$ cat src/rtl/fetch_queue.sv
`default_nettype none
// ============================================================================
// Module   : fetch_queue
// Brief    : {pc, instr} FIFO between fetch and decode with single-cycle flush.
// Revision : 1.0
// ============================================================================
module fetch_queue #(
   parameter int              DEPTH     = 4,
   parameter int              XLEN      = 32,
   parameter logic [XLEN-1:0] NOP_INSTR = XLEN'(32'h00000013)
) (
   input  logic                     clk,
   input  logic                     rst,
   input  logic                     flush,
   input  logic                     in_valid,
   output logic                     in_ready,
   input  logic [XLEN-1:0]          in_pc,
   input  logic [XLEN-1:0]          in_instr,
   output logic                     out_valid,
   input  logic                     out_ready,
   output logic [XLEN-1:0]          out_pc,
   output logic [XLEN-1:0]          out_instr,
   output logic [$clog2(DEPTH):0]   count
);

   localparam int AW = $clog2(DEPTH);
   localparam int CW = AW + 1;
   localparam logic [CW-1:0] C_FULL = CW'(DEPTH);

   logic [XLEN-1:0] pc_mem_q    [DEPTH];
   logic [XLEN-1:0] instr_mem_q [DEPTH];

   logic [AW-1:0] wr_ptr_q, wr_ptr_d;
   logic [AW-1:0] rd_ptr_q, rd_ptr_d;
   logic [CW-1:0] cnt_q, cnt_d;

   logic w_push;
   logic w_pop;
   logic w_wr_en;

   // Ready is a pure function of occupancy: a full queue stays closed even on a pop.
   assign in_ready  = (cnt_q != C_FULL);
   assign out_valid = (cnt_q != '0);
   assign count     = cnt_q;

   assign w_push  = in_valid & in_ready;
   assign w_pop   = out_valid & out_ready;
   assign w_wr_en = rst & ~flush & w_push;

   assign out_pc    = out_valid ? pc_mem_q[rd_ptr_q]    : '0;
   assign out_instr = out_valid ? instr_mem_q[rd_ptr_q] : NOP_INSTR;

   always_comb begin
      wr_ptr_d = wr_ptr_q;
      rd_ptr_d = rd_ptr_q;
      cnt_d    = cnt_q;
      if (flush) begin
         wr_ptr_d = '0;
         rd_ptr_d = '0;
         cnt_d    = '0;
      end else begin
         if (w_push) wr_ptr_d = wr_ptr_q + AW'(1);
         if (w_pop)  rd_ptr_d = rd_ptr_q + AW'(1);
         case ({w_push, w_pop})
            2'b10:   cnt_d = cnt_q + CW'(1);
            2'b01:   cnt_d = cnt_q - CW'(1);
            default: cnt_d = cnt_q;
         endcase
      end
   end

   always_ff @(posedge clk) begin
      if (!rst) begin
         wr_ptr_q <= '0;
         rd_ptr_q <= '0;
         cnt_q    <= '0;
      end else begin
         wr_ptr_q <= wr_ptr_d;
         rd_ptr_q <= rd_ptr_d;
         cnt_q    <= cnt_d;
      end
   end

   // Storage is never cleared; validity is tracked solely by cnt_q.
   always_ff @(posedge clk) begin
      if (w_wr_en) begin
         pc_mem_q[wr_ptr_q]    <= in_pc;
         instr_mem_q[wr_ptr_q] <= in_instr;
      end
   end

endmodule
`default_nettype wire
$ cat config.mk
export PLATFORM = sky130hd
export DESIGN_NAME = fetch_queue
export DESIGN_NICKNAME = d
export VERILOG_FILES = /design/src/rtl/fetch_queue.sv
export SDC_FILE = /design/constraint.sdc
export NUM_CORES = 1
export LEC_CHECK = 0
export BUFFER_PORTS_ARGS = -buffer_cell sky130_fd_sc_hd__buf_2
export CORE_MARGIN = 8
export CORE_UTILIZATION = 57
export DETAILED_ROUTE_END_ITERATION = 6
export PLACE_DENSITY_LB_ADDON = 0.15
export SLEW_MARGIN = 10
export SYNTH_ARGS = -nofsm -noshare
export SYNTH_HDL_FRONTEND = slang
export SYNTH_SLANG_ARGS = --single-unit
$ cat constraint.sdc
create_clock -name clk -period 3.81 [get_ports clk]
set_clock_uncertainty 0.2 [all_clocks]
set_input_delay 0.9525 -clock clk [delete_from_list [all_inputs] [get_ports clk]]
set_output_delay 0.9525 -clock clk [all_outputs]
set_load 0.1 [all_outputs]
==> results.yml <==
grt:
  grt_max_degree: 42
  grt-ovfl-total: 0
  antenna_found_initial: 3
  grt_use_total: 0.173
  grt_pass1_wl_mm: 29.7
  grt_pass1_vias: 5411
flow_run:
  cap_violations: 0
die:
  rows: 49
  die_x_um: 150
  coreArea_sq_mm: 0.0178
  die_area_sq_mm: 0.0225
  die_h_um: 150
  pin_count: 138
  initial_core_util: 0.575
detailed_routing:
  via_count: 4917
  drt_pass1_iterations: 4
  routed_via_density: 5.63
  ant_nets: 0
  wl_per_cell_um: 22.2
  drt_wl_total_mm: 19.4
  drt-initial-drc-count: 296
  drc: 0
logic_synthesis:
  ys_seq_elements: 265
  netlist_instances: 459
  syn_nets: 534
  synth_ff_type: "edfxtp_1"
  yosysMostFrequentCell: "edfxtp_1"
  ys_types: 31
  synthArstFlopShare: 0
  synth-edff-count: 256
  synth.area.top_cells: "edfxtp_1, mux4_2, and2_1, dfxtp_1, buf_12"
  synth.avg_cell_area_sq_um: 22.3
  synth-seq-area-share: 0.770
  synth_common_cells: "edfxtp_1, and2_1, mux4_2, dfxtp_1"
  netlist.area_leader.share: 0.752
  yosys_warnings: 0
  synth_largest_area_cell: "edfxtp_1"
  syn_area_sq_mm: 0.0102
final_layout:
  nets: 699
  area_growth_pct: 18.4
  nFillCells: 1167
  drive_above_1_share: 0.429
sta:
  setup_tns_ns: 0
  min_period_ns: 3.51
  setup_viol: 0
  fmaxAchievable_mhz: 285
  hold_violations: 0
  relSlewSlack: 0.565
  tightest_slew_ns: 0.651
  slew_violations: 0
  rsz0062_at_grt: "no"
  period_share: 0.920
clock_network:
  clkLatencyLatePin_ns: 0.52
  tritoncts: "done"
  clkSlewWorstSetupHoldPaths_ns: 0.06
  cts-buffers-inserted: 27
  cts_root_buf: "clkbuf_16"
  h-tree-depth: 1
  cts_sinks: 265
  cts.path.max_buffers: 3
  cts_resized: 0
critical_path:
  worstPathArrival_ns: 2.35
  cpMaxStageDelayCell: "dfxtp_4"
  cpPeakStageDelay_ns: 0.54
  start_kind: "register"
  critPathMaxFanout: 14
  end_kind: "primary output"
  cp_num_buf_inv: 2
  crit_chain: "buf_4 > mux4_2 > and2_2 > buf_2"
  crit_type: "register to primary output"
  crit_required_ns: 2.66
  crit_family: "buffers and inverters"
power:
  power_density_mw_per_mm2: 518
  leakage_nw: 4.19
  power.switching_mw: 1.49
  power_frac_seq: 0.516
  swShare: 0.238
  intPower_mw: 4.78
  vdd_ir_drop_max_uv: 408
  p_total_mw: 6.27
  clkPwrFrac: 0.392
  p_comb_frac: 0.092
worst_hold_path:
  hold_path_class: "register to register"
outcome:
  status: "complete, no violations"
place:
  port-buffer-count: 137
  hpwl_mm: 12.2
  place.gp.congestion: 0.740
==> tightest hold or removal path: cells and delay by family, from the launching register on <==
family,cells,cell delay (ns)
DFF,1,0.31
AOI/OAI and AO/OA,2,0.14
==> cell families (layout without fill, tap and decap cells) <==
family / Yosys count / in the layout / synth area share
fa+ha+maj: 6 / 6 / 0.00808
other cells: 0 / 1 / 0
flops: 265 / 265 / 0.770
simple gates: 85 / 85 / 0.0516
compound gates: 9 / 9 / 0.00514
xor+xnor: 2 / 2 / 0.00171
buf+inv: 28 / 213 / 0.0214
mux: 64 / 64 / 0.142
==> layout by cell type (no fill, tap or decap), types with 4 or more instances in the layout <==
| cell | instances |
|---|---|
| edfxtp_1 | 256 |
| buf_2 | 137 |
| mux4_2 | 60 |
| and2_1 | 53 |
| clkbuf_16 | 27 |
| buf_4 | 14 |
| and2_2 | 9 |
| clkinv_2 | 9 |
| dfxtp_1 | 7 |
| inv_1 | 6 |
| o21ai_0 | 5 |
| ha_1 | 5 |
| clkinv_1 | 5 |
| buf_12 | 5 |
| mux4_1 | 4 |
| and3_4 | 4 |
| clkbuf_1 | 4 |
==> sequential cells by signal (all words and copies together) (netlist names), named ones only <==
signal	count
instr_mem_q	128
pc_mem_q	128
count	3
rd_ptr_q	2
wr_ptr_q	2
==> through the flow <==
stage | area (sq um) | std cells | utilization | hold WS [ns] | worst slack (ns)
after floorplan | 10200 | 459 | - | 0.259 | 0.143
after global placement | 11200 | 823 | 0.633 | 0.262 | 0.632
after detailed placement | 11200 | 823 | 0.633 | 0.291 | 0.590
after CTS | 12100 | 872 | 0.679 | 0.300 | 0.0417
after global routing | 12100 | 873 | 0.681 | 0.339 | 0.181
final | 12100 | 874 | 0.681 | 0.296 | 0.304
==> per-layer routing <==
metal	wire length [um]	GRT usage	vias to the layer above
met5	35	0	-
met4	224	0.0370	6
met3	1300	0.0463	28
met2	10200	0.302	142
met1	7680	0.212	2546
li1	-	-	2195
==> worst paths after layout <==
check              start             to  slack, ns  cells past startpoint
min reg2reg  rd_ptr_q[1]       register       0.30                      2
min          rd_ptr_q[1]       register       0.30                      2
max reg2reg     count[0]       count[2]       0.89                     10
max             register  out_instr[28]       0.30                      4
==> final cells by class <==
cell class / instances / area (sq um) / area share
Clock inverter: 18 / 139 / 0.0115
Multi-Input combinational cell: 166 / 2170 / 0.179
Antenna cell: 1 / 2.50 / 0.000207
Sequential cell: 265 / 7880 / 0.650
Timing Repair Buffer: 157 / 918 / 0.0759
Clock buffer: 31 / 691 / 0.0570
Inverter: 7 / 26.3 / 0.00217
Tap cell: 229 / 287 / 0.0237
==> repair_timing <==
item,CTS,global route
endpoints found under the setup margin,0,3
hold buffers,0,0
setup buffers,0,1
==> power groups by stage <==
stage / sequential, mW / combinational (mW) / clock (mW)
detailed placement: 3.30 / 0.581 / 0
global route: 3.24 / 0.607 / 2.60
floorplan: 3.31 / 0.433 / 0
finish: 3.24 / 0.579 / 2.46
CTS: 3.24 / 0.581 / 2.50
global placement: 3.30 / 0.572 / 0
Power figures use the tool's default switching activity.
